`src/rtl/axil_led_pwm_pkg.sv`:
```
`default_nettype none
// ============================================================================
// Module      : axil_led_pkg
// Description : Shared constants for the AXI-Lite LED PWM/blink peripheral:
//               word indices, channel mode encodings, AXI response codes and
//               register field positions.
// Revision    : 1.0 - initial release
// ============================================================================
package axil_led_pkg;

    // Word indices (byte address >> 2)
    localparam int ADDR_CTRL   = 0;
    localparam int ADDR_STATUS = 1;
    localparam int ADDR_CH0    = 2;

    // Per-channel drive mode
    typedef enum logic [1:0] {
        MODE_OFF   = 2'd0,
        MODE_ON    = 2'd1,
        MODE_PWM   = 2'd2,
        MODE_BLINK = 2'd3
    } mode_e;

    // AXI responses
    localparam logic [1:0] RESP_OKAY   = 2'b00;
    localparam logic [1:0] RESP_SLVERR = 2'b10;

    // CTRL fields
    localparam int CTRL_EN_BIT  = 0;
    localparam int CTRL_PRE_LSB = 8;
    localparam int CTRL_PRE_W   = 16;

    // CH_k fields
    localparam int CH_MODE_LSB = 0;
    localparam int CH_DUTY_LSB = 8;
    localparam int CH_HALF_LSB = 16;

endpackage
`default_nettype wire

```
`src/rtl/axil_led_pwm_if.sv`:
```
`default_nettype none
// ============================================================================
// Module      : axil_led_pwm_if
// Description : AXI-Lite bus bundle (AW, W, B, AR, R channels).
//               slave modport  : seen from the peripheral.
//               master modport : seen from the bus master.
// Revision    : 1.0 - initial release
// ============================================================================
interface axil_led_pwm_if #(
    parameter int ADDR_W = 6
) ();
    logic              awvalid;
    logic              awready;
    logic [ADDR_W-1:0] awaddr;
    logic [2:0]        awprot;
    logic              wvalid;
    logic              wready;
    logic [31:0]       wdata;
    logic [3:0]        wstrb;
    logic              bvalid;
    logic              bready;
    logic [1:0]        bresp;
    logic              arvalid;
    logic              arready;
    logic [ADDR_W-1:0] araddr;
    logic [2:0]        arprot;
    logic              rvalid;
    logic              rready;
    logic [31:0]       rdata;
    logic [1:0]        rresp;

    modport slave (
        input  awvalid, awaddr, awprot, wvalid, wdata, wstrb, bready,
               arvalid, araddr, arprot, rready,
        output awready, wready, bvalid, bresp, arready, rvalid, rdata, rresp
    );

    modport master (
        output awvalid, awaddr, awprot, wvalid, wdata, wstrb, bready,
               arvalid, araddr, arprot, rready,
        input  awready, wready, bvalid, bresp, arready, rvalid, rdata, rresp
    );
endinterface
`default_nettype wire

```
`src/rtl/axil_led_pwm_led_chan_gen.sv`:
```
`default_nettype none
// ============================================================================
// Module      : led_chan_gen
// Description : One LED channel: off / on / PWM compare / blink, with a
//               registered LED output. Holds the blink counter and phase.
// Ports       : clk_i, rst_ni     - clock, async active-low reset
//               tick_i            - prescaler tick
//               pwm_cnt_i         - shared 8-bit PWM counter
//               mode_i, duty_i    - channel mode and PWM duty
//               half_i            - blink half-period in ticks
//               restart_i         - channel register written this cycle
//               enable_i          - global enable
//               led_o             - registered LED drive
// Revision    : 1.0 - initial release
// ============================================================================
module led_chan_gen
    import axil_led_pkg::*;
(
    input  wire logic        clk_i,
    input  wire logic        rst_ni,
    input  wire logic        tick_i,
    input  wire logic [7:0]  pwm_cnt_i,
    input  wire logic [1:0]  mode_i,
    input  wire logic [7:0]  duty_i,
    input  wire logic [15:0] half_i,
    input  wire logic        restart_i,
    input  wire logic        enable_i,
    output logic             led_o
);

    logic [15:0] cnt_q;
    logic        phase_q;
    logic        led_q;
    logic        led_d;
    logic [15:0] w_last;

    // H=0 behaves like H=1 (toggle on every tick)
    assign w_last = (half_i == 16'd0) ? 16'd0 : half_i - 16'd1;

    // Phase idles at 1 so a channel always starts its blink lit.
    always_ff @(posedge clk_i or negedge rst_ni) begin
        if (!rst_ni) begin
            cnt_q   <= '0;
            phase_q <= 1'b1;
        end else if (!enable_i || restart_i) begin
            cnt_q   <= '0;
            phase_q <= 1'b1;
        end else if (tick_i) begin
            // >= so a shrinking H never lets the counter run past the end
            if (cnt_q >= w_last) begin
                cnt_q   <= '0;
                phase_q <= ~phase_q;
            end else begin
                cnt_q <= cnt_q + 16'd1;
            end
        end
    end

    always_comb begin
        led_d = 1'b0;
        if (enable_i) begin
            case (mode_i)
                MODE_OFF:   led_d = 1'b0;
                MODE_ON:    led_d = 1'b1;
                MODE_PWM:   led_d = (pwm_cnt_i < duty_i);
                MODE_BLINK: led_d = phase_q;
                default:    led_d = 1'b0;
            endcase
        end
    end

    always_ff @(posedge clk_i or negedge rst_ni) begin
        if (!rst_ni) led_q <= 1'b0;
        else         led_q <= led_d;
    end

    assign led_o = led_q;

endmodule
`default_nettype wire

```
`src/rtl/axil_led_pwm.sv`:
```
`default_nettype none
// ============================================================================
// Module      : axil_led_pwm
// Description : AXI-Lite slave driving NUM_CH LEDs. Holds the register file,
//               AXI-Lite handshakes, shared tick prescaler and PWM counter.
// Ports       : s_axi_aclk     - clock
//               s_axi_aresetn  - async active-low reset
//               s_axi          - AXI-Lite slave bundle
//               leds           - LED drive, bit k = channel k
// Revision    : 1.0 - initial release
// ============================================================================
module axil_led_pwm
    import axil_led_pkg::*;
#(
    parameter int C_AXI_ADDR_WIDTH = 6,
    parameter int NUM_CH           = 8,
    parameter bit OPT_LOWPOWER     = 1'b0
) (
    input  wire logic         s_axi_aclk,
    input  wire logic         s_axi_aresetn,
    axil_led_pwm_if.slave     s_axi,
    output logic [NUM_CH-1:0] leds
);

    // Register file
    logic                     ctrl_en_q;
    logic [CTRL_PRE_W-1:0]    ctrl_pre_q;
    logic [NUM_CH-1:0][1:0]   mode_q;
    logic [NUM_CH-1:0][7:0]   duty_q;
    logic [NUM_CH-1:0][15:0]  half_q;

    // Bus state
    logic        awready_q;
    logic        bvalid_q;
    logic [1:0]  bresp_q;
    logic        rvalid_q;
    logic [31:0] rdata_q;
    logic [1:0]  rresp_q;

    // Timebase
    logic [CTRL_PRE_W-1:0] pre_cnt_q;
    logic [7:0]            pwm_cnt_q;

    logic              w_wr_go;
    logic              w_wr_fire;
    logic              w_rd_fire;
    int                w_wr_n;
    int                w_rd_n;
    logic [31:0]       w_rd_data;
    logic [1:0]        w_rd_resp;
    logic              w_tick;
    logic [NUM_CH-1:0] w_restart;
    logic [NUM_CH-1:0] w_leds;
    logic              w_unused;

    assign w_wr_n = int'(s_axi.awaddr[C_AXI_ADDR_WIDTH-1:2]);
    assign w_rd_n = int'(s_axi.araddr[C_AXI_ADDR_WIDTH-1:2]);

    // ---------------- write channel ----------------
    // awready/wready pulse together; the write lands on the cycle they are
    // high (the master holds awvalid/wvalid until then).
    assign w_wr_go   = s_axi.awvalid && s_axi.wvalid && !awready_q &&
                       (!bvalid_q || s_axi.bready);
    assign w_wr_fire = awready_q;

    always_ff @(posedge s_axi_aclk or negedge s_axi_aresetn) begin
        if (!s_axi_aresetn) begin
            awready_q <= 1'b0;
            bvalid_q  <= 1'b0;
            bresp_q   <= RESP_OKAY;
        end else begin
            awready_q <= w_wr_go;
            if (w_wr_fire) begin
                bvalid_q <= 1'b1;
                bresp_q  <= (w_wr_n >= ADDR_CH0 + NUM_CH) ? RESP_SLVERR : RESP_OKAY;
            end else if (s_axi.bready) begin
                bvalid_q <= 1'b0;
            end
        end
    end

    always_ff @(posedge s_axi_aclk or negedge s_axi_aresetn) begin
        if (!s_axi_aresetn) begin
            ctrl_en_q  <= 1'b0;
            ctrl_pre_q <= '0;
            mode_q     <= '0;
            duty_q     <= '0;
            half_q     <= '0;
        end else if (w_wr_fire) begin
            if (w_wr_n == ADDR_CTRL) begin
                if (s_axi.wstrb[0]) ctrl_en_q        <= s_axi.wdata[CTRL_EN_BIT];
                if (s_axi.wstrb[1]) ctrl_pre_q[7:0]  <= s_axi.wdata[CTRL_PRE_LSB +: 8];
                if (s_axi.wstrb[2]) ctrl_pre_q[15:8] <= s_axi.wdata[CTRL_PRE_LSB+8 +: 8];
            end
            for (int k = 0; k < NUM_CH; k++) begin
                if (w_wr_n == ADDR_CH0 + k) begin
                    if (s_axi.wstrb[0]) mode_q[k]       <= s_axi.wdata[CH_MODE_LSB +: 2];
                    if (s_axi.wstrb[1]) duty_q[k]       <= s_axi.wdata[CH_DUTY_LSB +: 8];
                    if (s_axi.wstrb[2]) half_q[k][7:0]  <= s_axi.wdata[CH_HALF_LSB +: 8];
                    if (s_axi.wstrb[3]) half_q[k][15:8] <= s_axi.wdata[CH_HALF_LSB+8 +: 8];
                end
            end
        end
    end

    always_comb begin
        w_restart = '0;
        for (int k = 0; k < NUM_CH; k++) begin
            w_restart[k] = w_wr_fire && (w_wr_n == ADDR_CH0 + k);
        end
    end

    // ---------------- read channel ----------------
    assign w_rd_fire = s_axi.arvalid && !rvalid_q;

    always_comb begin
        w_rd_data = '0;
        w_rd_resp = RESP_SLVERR;
        if (w_rd_n == ADDR_CTRL) begin
            w_rd_data[CTRL_EN_BIT]                 = ctrl_en_q;
            w_rd_data[CTRL_PRE_LSB +: CTRL_PRE_W]  = ctrl_pre_q;
            w_rd_resp                              = RESP_OKAY;
        end else if (w_rd_n == ADDR_STATUS) begin
            w_rd_data[NUM_CH-1:0] = w_leds;
            w_rd_resp             = RESP_OKAY;
        end
        for (int k = 0; k < NUM_CH; k++) begin
            if (w_rd_n == ADDR_CH0 + k) begin
                w_rd_data[CH_MODE_LSB +: 2]  = mode_q[k];
                w_rd_data[CH_DUTY_LSB +: 8]  = duty_q[k];
                w_rd_data[CH_HALF_LSB +: 16] = half_q[k];
                w_rd_resp                    = RESP_OKAY;
            end
        end
    end

    // Sampled before the same-edge write lands, so a colliding read sees
    // the old contents.
    always_ff @(posedge s_axi_aclk or negedge s_axi_aresetn) begin
        if (!s_axi_aresetn) begin
            rvalid_q <= 1'b0;
            rdata_q  <= '0;
            rresp_q  <= RESP_OKAY;
        end else if (w_rd_fire) begin
            rvalid_q <= 1'b1;
            rdata_q  <= w_rd_data;
            rresp_q  <= w_rd_resp;
        end else if (s_axi.rready) begin
            rvalid_q <= 1'b0;
        end
    end

    // ---------------- timebase ----------------
    // >= keeps the prescaler bounded if P is lowered below the running count.
    assign w_tick = ctrl_en_q && (pre_cnt_q >= ctrl_pre_q);

    always_ff @(posedge s_axi_aclk or negedge s_axi_aresetn) begin
        if (!s_axi_aresetn) begin
            pre_cnt_q <= '0;
            pwm_cnt_q <= '0;
        end else if (!ctrl_en_q) begin
            pre_cnt_q <= '0;
            pwm_cnt_q <= '0;
        end else if (w_tick) begin
            pre_cnt_q <= '0;
            pwm_cnt_q <= pwm_cnt_q + 8'd1;
        end else begin
            pre_cnt_q <= pre_cnt_q + 1'b1;
        end
    end

    // ---------------- channels ----------------
    for (genvar k = 0; k < NUM_CH; k++) begin : g_chan
        led_chan_gen u_chan (
            .clk_i     (s_axi_aclk),
            .rst_ni    (s_axi_aresetn),
            .tick_i    (w_tick),
            .pwm_cnt_i (pwm_cnt_q),
            .mode_i    (mode_q[k]),
            .duty_i    (duty_q[k]),
            .half_i    (half_q[k]),
            .restart_i (w_restart[k]),
            .enable_i  (ctrl_en_q),
            .led_o     (w_leds[k])
        );
    end

    // ---------------- outputs ----------------
    assign s_axi.awready = awready_q;
    assign s_axi.wready  = awready_q;
    assign s_axi.bvalid  = bvalid_q;
    assign s_axi.bresp   = bresp_q;
    assign s_axi.arready = !rvalid_q;
    assign s_axi.rvalid  = rvalid_q;
    assign s_axi.rdata   = (OPT_LOWPOWER && !rvalid_q) ? 32'd0 : rdata_q;
    assign s_axi.rresp   = rresp_q;
    assign leds          = w_leds;

    // Protection bits, byte offset and spare mode bits carry no meaning here.
    assign w_unused = &{1'b0, s_axi.awprot, s_axi.arprot, s_axi.awaddr[1:0],
                        s_axi.araddr[1:0], s_axi.wdata[7:2]};

endmodule
`default_nettype wire

```
`src/flat_wrapper.sv`:
```
// flat-port wrapper written by rule: the top's interface ports become plain ports
module axil_led_pwm_flat import axil_led_pkg::*;
#(
    parameter int C_AXI_ADDR_WIDTH = 6,
    parameter int NUM_CH           = 8,
    parameter bit OPT_LOWPOWER     = 1'b0
)
  (s_axi_aclk, s_axi_aresetn, leds, s_axi_awvalid, s_axi_awaddr, s_axi_awprot, s_axi_wvalid, s_axi_wdata, s_axi_wstrb, s_axi_bready, s_axi_arvalid, s_axi_araddr, s_axi_arprot, s_axi_rready, s_axi_awready, s_axi_wready, s_axi_bvalid, s_axi_bresp, s_axi_arready, s_axi_rvalid, s_axi_rdata, s_axi_rresp);
  axil_led_pwm_if #(.ADDR_W(6)) s_axi_i ();
  input  wire logic s_axi_aclk;
  input  wire logic s_axi_aresetn;
  output logic [NUM_CH-1:0] leds;
  input wire logic [$bits(s_axi_i.awvalid)-1:0] s_axi_awvalid;
  input wire logic [$bits(s_axi_i.awaddr)-1:0] s_axi_awaddr;
  input wire logic [$bits(s_axi_i.awprot)-1:0] s_axi_awprot;
  input wire logic [$bits(s_axi_i.wvalid)-1:0] s_axi_wvalid;
  input wire logic [$bits(s_axi_i.wdata)-1:0] s_axi_wdata;
  input wire logic [$bits(s_axi_i.wstrb)-1:0] s_axi_wstrb;
  input wire logic [$bits(s_axi_i.bready)-1:0] s_axi_bready;
  input wire logic [$bits(s_axi_i.arvalid)-1:0] s_axi_arvalid;
  input wire logic [$bits(s_axi_i.araddr)-1:0] s_axi_araddr;
  input wire logic [$bits(s_axi_i.arprot)-1:0] s_axi_arprot;
  input wire logic [$bits(s_axi_i.rready)-1:0] s_axi_rready;
  output wire logic [$bits(s_axi_i.awready)-1:0] s_axi_awready;
  output wire logic [$bits(s_axi_i.wready)-1:0] s_axi_wready;
  output wire logic [$bits(s_axi_i.bvalid)-1:0] s_axi_bvalid;
  output wire logic [$bits(s_axi_i.bresp)-1:0] s_axi_bresp;
  output wire logic [$bits(s_axi_i.arready)-1:0] s_axi_arready;
  output wire logic [$bits(s_axi_i.rvalid)-1:0] s_axi_rvalid;
  output wire logic [$bits(s_axi_i.rdata)-1:0] s_axi_rdata;
  output wire logic [$bits(s_axi_i.rresp)-1:0] s_axi_rresp;
  assign s_axi_i.awvalid = s_axi_awvalid;
  assign s_axi_i.awaddr = s_axi_awaddr;
  assign s_axi_i.awprot = s_axi_awprot;
  assign s_axi_i.wvalid = s_axi_wvalid;
  assign s_axi_i.wdata = s_axi_wdata;
  assign s_axi_i.wstrb = s_axi_wstrb;
  assign s_axi_i.bready = s_axi_bready;
  assign s_axi_i.arvalid = s_axi_arvalid;
  assign s_axi_i.araddr = s_axi_araddr;
  assign s_axi_i.arprot = s_axi_arprot;
  assign s_axi_i.rready = s_axi_rready;
  assign s_axi_awready = s_axi_i.awready;
  assign s_axi_wready = s_axi_i.wready;
  assign s_axi_bvalid = s_axi_i.bvalid;
  assign s_axi_bresp = s_axi_i.bresp;
  assign s_axi_arready = s_axi_i.arready;
  assign s_axi_rvalid = s_axi_i.rvalid;
  assign s_axi_rdata = s_axi_i.rdata;
  assign s_axi_rresp = s_axi_i.rresp;
  axil_led_pwm #(.C_AXI_ADDR_WIDTH(C_AXI_ADDR_WIDTH), .NUM_CH(NUM_CH), .OPT_LOWPOWER(OPT_LOWPOWER)) u_core (.s_axi_aclk(s_axi_aclk), .s_axi_aresetn(s_axi_aresetn), .s_axi(s_axi_i), .leds(leds));
endmodule
```
`config.mk`:
```
export PLATFORM = sky130hd
export DESIGN_NAME = axil_led_pwm_flat
export DESIGN_NICKNAME = d
export VERILOG_FILES = /design/src/rtl/axil_led_pwm_pkg.sv /design/src/rtl/axil_led_pwm_if.sv /design/src/rtl/axil_led_pwm_led_chan_gen.sv /design/src/rtl/axil_led_pwm.sv /design/src/flat_wrapper.sv
export SDC_FILE = /design/constraint.sdc
export NUM_CORES = 1
export LEC_CHECK = 0
export BUFFER_PORTS_ARGS = -buffer_cell sky130_fd_sc_hd__buf_2
export CAP_MARGIN = 20
export CORE_ASPECT_RATIO = 1.75
export CORE_UTILIZATION = 63
export CTS_BUF_LIST = sky130_fd_sc_hd__clkbuf_8 sky130_fd_sc_hd__clkbuf_16
export DETAILED_ROUTE_END_ITERATION = 16
export GPL_TIMING_DRIVEN = 0
export PLACE_DENSITY = 0.91
export SYNTH_ARGS = -nofsm -noshare
export SYNTH_HDL_FRONTEND = slang
export SYNTH_SLANG_ARGS = --single-unit
```
`constraint.sdc`:
```
create_clock -name s_axi_aclk -period 4.45 [get_ports s_axi_aclk]
set_input_delay 1.1125 -clock s_axi_aclk [delete_from_list [all_inputs] [get_ports s_axi_aclk]]
set_output_delay 1.1125 -clock s_axi_aclk [all_outputs]
set_load 0.005 [all_outputs]
```
==> flow_metrics.tcl, run 1 <==
set metrics [dict create \
    firstDrtPassIters 8 \
    drc 0 \
    synth_top_area_share_pct 37.9 \
    setup_viol 0 \
    synth.area.top_cells "dfrtp_1 (38%), ha_1 (10%), mux2_2 (9.3%)" \
    holdCritPathClass "input port to asynchronous set/reset pin" \
    synth_ff_type "dfrtp_1" \
    synthCells 2888 \
    post-place-cells 3541 \
    die_w_um 161 \
    start_util_pct 64.1 \
    worst_pin_slew_ns 1.54 \
    synth-seq-area-share_pct 38.6 \
    cts_root_buf "clkbuf_16" \
    core_area_um2 43500 \
    ant_nets 0 \
    synth-async-reset-ratio_pct 100 \
    maxCapViolations 0 \
    peakVddDrop_uv 393 \
    clkTransAtPathRegs_ns 0.07 \
    final_max_slew_viol_count 1 \
    rrSetupSlack_ns 0.13 \
    cts_buffers 41 \
    netlist_area_um2 27900 \
    r2r_cells 14 \
    clkLatencyLatePin_ns 0.59 \
    cp-end-kind "register" \
    dpl_cell_area_um2 29100 \
    final_area_um2 30600 \
    ys_types 85 \
    status "finished, violations left" \
    r2r_start "u_core.half_q[71]" \
    worstPathArrival_ns 4.82 \
    vias 25642 \
    crit_required_ns 4.95 \
    viasPerCell 7.06 \
    antenna_found_initial 7 \
    fin_crit_ns 4.32 \
    worstPathMaxFanout 8 \
    fin_nets 3318 \
    routedWlPerCell_um 25.3 \
    grt-ovfl-total 0 \
    startpoint_type "register" \
    synth_top_cell_by_area "dfrtp_1" \
    numClockSinks 430 \
    critical_path_class "register to register" \
    pwr_density_cell_nw_per_um2 386 \
    wirelength_um 91700 \
    drt_iter0_drc 2698 \
    synthTopCellsByCount "dfrtp_1 (422), nand2_1 (321), mux2_2 (230)" \
    crit_path_start "u_core.half_q[71]" \
    slew_headroom_pct -2.89 \
    synth_edf_count 0 \
    hold_viol 0 \
    die_h_um 280 \
    globalplace.congestion 1.03 \
    fin_ws_ns 0.127 \
    syn_to_final_growth_pct 9.84 \
    cts_max_path_buffers 3 \
    ioPinCount 110 \
    whs_ns 0.479 \
    cp-endpoint "u_core.g_chan[4].u_chan.cnt_q[13]" \
    drive_gt1_share_pct 15.4 \
    finalClockSkew_ns 0.0375 \
    grt_max_degree 124 \
    dp_worst_setup_slack_ns 0.0208 \
    p_leak_uw 0.0145 \
    syn_area_per_cell_um2 9.65 \
    violations "slew limit" \
    fmax_mhz 231 \
    dieArea_um2 45100 \
    instances_no_fill 3630 \
    grt_pass1_vias 25891 \
    reg2reg_to "u_core.g_chan[4].u_chan.cnt_q[13]" \
    cts_tree "done" \
    post-dp-hpwl_um 66600 \
    portBuffers 82 \
    rows 101 \
    cts-htree-levels 2 \
    yosysWarnings 0 \
    nFillCells 3098 \
    finalCritPeriodShare_pct 97.2 \
    ys_ff_latch 430 \
    synth.most_common_cell "dfrtp_1" \
    grt_pass1_wl_um 140000 \
    grt.total_usage_pct 40.6 \
]
where the power goes:
part	total (µW)	switching [µW]	leakage [µW]	internal, µW
logic	3620	2230	0.00800	1390
clock network	3550	1640	0.000679	1910
registers	4640	440	0.00585	4200
layout make-up:
class | count | area (µm²) | share of cell area [%]
Tap cell | 566 | 708 | 2.31
Inverter | 119 | 447 | 1.46
Clock buffer | 47 | 1110 | 3.62
Sequential cell | 430 | 10800 | 35.2
Antenna cell | 3 | 7.51 | 0.0245
Clock inverter | 26 | 200 | 0.654
Multi-Input combinational cell | 2234 | 16300 | 53.1
Buffer | 105 | 478 | 1.56
Timing Repair Buffer | 100 | 638 | 2.08
cell usage in the layout, fill, tap and decap left out, types with 9 or more instances in the layout:
cell       instances
nor4_1            38
nand4_1           16
nor2_1           160
ha_1             226
a22o_1            76
nor2b_1           53
a22oi_1           34
and3_1            48
buf_4             25
and2_1            11
o31ai_1           53
buf_2             98
a21oi_1           80
a221o_1            9
mux2i_1           27
a21o_1            30
o21ai_0          182
nand2_1          321
or4_1             14
a211oi_1          21
a222oi_1          12
or3_1             13
a31oi_1           19
nor3_1            96
xor2_1            68
dfrtp_1          422
xnor2_1           46
o2bb2a_1          29
nand3_1           89
clkbuf_1          68
o221ai_1          19
inv_1            127
mux2_2           230
nand3b_1          24
clkbuf_16         41
a2111oi_0          9
nand2b_1          53
o22ai_1           13
metal layers:
metal / track usage (%) / vias to the layer above / part of all wire, %
li1: - / 10951 / -
met1: 41.9 / 12328 / 32
met2: 66.9 / 1649 / 47
met3: 10.9 / 708 / 10
met4: 37.2 / 6 / 11
met5: 0 / - / 0.045
registers in the layout, summed over array words and instances (netlist names), 8 cells and up:
signal	cells
u_core.duty_q	64
u_core.g_chan.u_chan.led_o	8
u_core.half_q	128
u_core.ctrl_pre_q	16
u_core.pre_cnt_q	16
u_core.g_chan.u_chan.phase_q	8
u_core.mode_q	16
u_core.pwm_cnt_q	8
u_core.g_chan.u_chan.cnt_q	128
u_core.s_axi.rdata	32
critical path, stage by stage, from the launching register on:
cell and delay (ns):
dfrtp_1 0.45, or4_1 0.61, nor3_1 0.38, and3_1 0.30, or3b_1 0.38, nor3_1 0.14, a21oi_1 0.09, ha_1 0.30
a21o_1 0.16, a211oi_1 0.26, o211ai_1 0.21, buf_4 0.20, buf_4 0.13, nor2_1 0.43, a22o_1 0.22
worst min-delay path by stage:
stage	start	endpoint	slack (ns)	cells past startpoint
4_1_cts	u_core.s_axi.rdata[8]	u_core.s_axi.rdata[8]	0.49	2
3_5_place_dp	u_core.s_axi.rdata[8]	u_core.s_axi.rdata[8]	0.47	2
5_1_grt	u_core.s_axi.rdata[8]	u_core.s_axi.rdata[8]	0.51	2
3_3_place_gp	u_core.s_axi.rdata[9]	u_core.s_axi.rdata[9]	0.46	2
6_report	s_axi_aresetn	u_core.duty_q[28]	0.48	1
2_1_floorplan	u_core.g_chan[2].u_chan.led_o	u_core.s_axi.rdata[2]	0.47	1
logic make-up after synthesis:
| group | share of synthesized area (%) |
|---|---|
| simple gates | 17.1 |
| compound gates | 16.7 |
| flops | 38.6 |
| mux | 10.5 |
| fa+ha+maj | 10.1 |
| buf+inv | 3.31 |
| xor+xnor | 3.58 |
| other cells | 0.0134 |
per-stage QoR:
stage	setup TNS (ns)	utilization, %	total power, µW
global placement	-2508.90	66.7	7840
global route	-0.196	70.4	12300
CTS	0	70.0	11600
floorplan	0	-	6900
detailed placement	0	67.0	8080
finish	0	70.5	11800
timing repair:
| action | 4_1_cts | 5_1_grt |
|---|---|---|
| hold endpoints to repair | 0 | 0 |
| hold buffers | 0 | 0 |
| setup buffers | 0 | 11 |
| pin swaps | 0 | 5 |
| resized for setup | 1 | 21 |
| setup endpoints to repair | 1 | 86 |
(Power assumes the default switching activity.)
==> run 2, diff against run 1 <==
CELL_PAD_IN_SITES_DETAIL_PLACEMENT = 1   (was default)
CELL_PAD_IN_SITES_GLOBAL_PLACEMENT = 2   (was default)
CORE_UTILIZATION = 41   (was 63)
==> run 2 against run 1 <==
The flow now finishes without violations; die area increased by 53%; sequential share of layout area decreased by 0.66 points; first-iteration DRC count fell by 48%; combinational power hardly changed; maximum frequency is 2.1% higher; via count decreased by 4.8%; setup slack better by 0.088 ns; critical path type unchanged.
==> flow_metrics.tcl, run 2 (synthesized netlist as in run 1, its figures left out) <==
set metrics [dict create \
    min-delay-start "u_core.s_axi.rdata[10]" \
    layout_common_cells "dfrtp_1 (422), nand2_1 (321), mux2_2 (230)" \
    worstPathArrival_ns 4.78 \
    globalplace.congestion 1.00 \
    grt-ovfl-total 0 \
    clkLatencyLatePin_ns 0.63 \
    core_area_um2 67300 \
    r2r_start "u_core.half_q[87]" \
    dieArea_um2 69100 \
    comb_power_share_pct 29.7 \
    cts_max_path_buffers 3 \
    crit_path_start "u_core.half_q[87]" \
    rows 126 \
    cts_buffers 44 \
    maxCapViolations 0 \
    tns_ns 0 \
    p_int_uw 7770 \
    fin_nets 3318 \
    worst_pin_slew_ns 1.26 \
    routedWlPerCell_um 25.4 \
    cp-end-kind "register" \
    status "finished, final reports clean" \
    crit_required_ns 4.99 \
    power_switching_uw 4450 \
    sw_frac_of_total_pct 36.4 \
    peakVddDrop_uv 283 \
    grt_pass1_wl_um 156000 \
    drc 0 \
    cts-htree-levels 2 \
    slew_headroom_pct 15.1 \
    final_common_cell "dfrtp_1" \
    seq_power_share_pct 38.0 \
    pwr_density_cell_nw_per_um2 391 \
    start_util_pct 41.4 \
    cts_tree "done" \
    finalCritPeriodShare_pct 95.2 \
    holdCritPathClass "register to register" \
    die_h_um 347 \
    fin_ws_ns 0.215 \
    grt_pass1_vias 26501 \
    grt.total_usage_pct 29.8 \
    syn_to_final_growth_pct 11.9 \
    finalPower_uw 12200 \
    clkTransAtPathRegs_ns 0.07 \
    fmax_mhz 236 \
    ctsHoldBuffers 0 \
    post-dp-hpwl_um 78100 \
    startpoint_type "register" \
    critical_path_class "register to register" \
    dp_worst_setup_slack_ns -0.0362 \
    ant_nets 0 \
    grt_max_degree 126 \
    numClockSinks 430 \
    vias 24417 \
    setup_viol 0 \
    final_max_slew_viol_count 0 \
    wirelength_um 101000 \
    clockPowerShare_pct 32.3 \
    finalClockSkew_ns 0.0297 \
    antenna_found_initial 11 \
    ioPinCount 110 \
    hold_viol 0 \
    drt_iter0_drc 1390 \
    viasPerCell 6.14 \
    p_leak_uw 0.0146 \
    cts_root_buf "clkbuf_16" \
    drive_gt1_share_pct 15.8 \
    fin_crit_ns 4.24 \
    worstPathMaxFanout 10 \
    die_w_um 199 \
    firstDrtPassIters 6 \
    portBuffers 82 \
    largestRegisters "u_core.g_chan.u_chan.cnt_q: 128 flops, u_core.half_q: 128 flops, u_core.duty_q: 64 flops" \
]
[run 2: changes by cell type in the layout (fill, tap and decap cells not counted), sizes merged]
cell    delta
clkinv     +6
buf        -2
bufinv     +2
inv        -3
clkbuf     +2
diode     +10
[run 2: timing repair]
action                     4_1_cts  5_1_grt
setup buffers                    0       10
resized for setup                2       27
setup endpoints to repair        9      125
pin swaps                        0        6
[run 2: through the flow]
| stage | hold WS (ns) | cells | instance area, µm² | utilization, % |
|---|---|---|---|---|
| floorplan | 0.467 | 2889 | 27900 | - |
| global placement | 0.466 | 3867 | 29400 | 43.7 |
| detailed placement | 0.476 | 3871 | 29500 | 43.9 |
| CTS | 0.491 | 3952 | 31000 | 46.1 |
| global route | 0.523 | 3966 | 31200 | 46.3 |
| finish | 0.489 | 3975 | 31200 | 46.4 |
[run 2: layout make-up]
| class | instances | area [µm²] |
|---|---|---|
| fill | 7671 | 36100 |
| tap | 896 | 1120 |
| clock inverter | 31 | 283 |
| buffer | 105 | 477 |
| antenna | 13 | 32.5 |
| timing repair buffer | 97 | 601 |
| sequential | 430 | 10800 |
| multi-input combinational | 2234 | 16300 |
| clock buffer | 50 | 1190 |
| inverter | 119 | 447 |
[run 2: path summary, 6_finish.rpt]
path | to | slack [ns] | cells after the start
max reg2reg | u_core.g_chan[5].u_chan.cnt_q[7] | 0.21 | 15
min | u_core.s_axi.rdata[10] | 0.49 | 2
max | u_core.g_chan[5].u_chan.cnt_q[7] | 0.21 | 15
max in group asynchronous | u_core.g_chan[4].u_chan.phase_q | 2.33 | 3
min in group asynchronous | u_core.s_axi.rdata[2] | 0.58 | 1
min reg2reg | u_core.s_axi.rdata[10] | 0.49 | 2
[run 2: worst max-delay path, stage by stage, from the launching register on]
cell	delay [ns]
dfrtp_1	0.50
or4_1	0.65
nor4_2	0.20
nor2b_1	0.23
nand4b_1	0.19
buf_2	0.23
nand2_1	0.09
ha_1	0.26
a2111o_1	0.42
a31oi_1	0.14
o21ai_0	0.13
and3_1	0.16
clkbuf_1	0.16
clkbuf_2	0.25
o31ai_1	0.33
a22o_1	0.21
[run 2: per-layer routing]
layer	vias up	track usage, %	share of wire [%]
met4	6	20.7	8.2
met5	-	0	0.036
met3	366	4.41	4.9
met2	768	53.1	51
li1	10941	-	-
met1	12336	31.8	35
[run 2: power by group through the flow]
| stage | Clock, µW | Sequential, µW | Combinational [µW] |
|---|---|---|---|
| 2_1_floorplan | 0 | 4510 | 2400 |
| 3_3_place_gp | 0 | 4670 | 3340 |
| 3_5_place_dp | 0 | 4690 | 3560 |
| 4_1_cts | 4020 | 4620 | 3580 |
| 5_1_grt | 4140 | 4660 | 4020 |
| 6_report | 3950 | 4640 | 3630 |
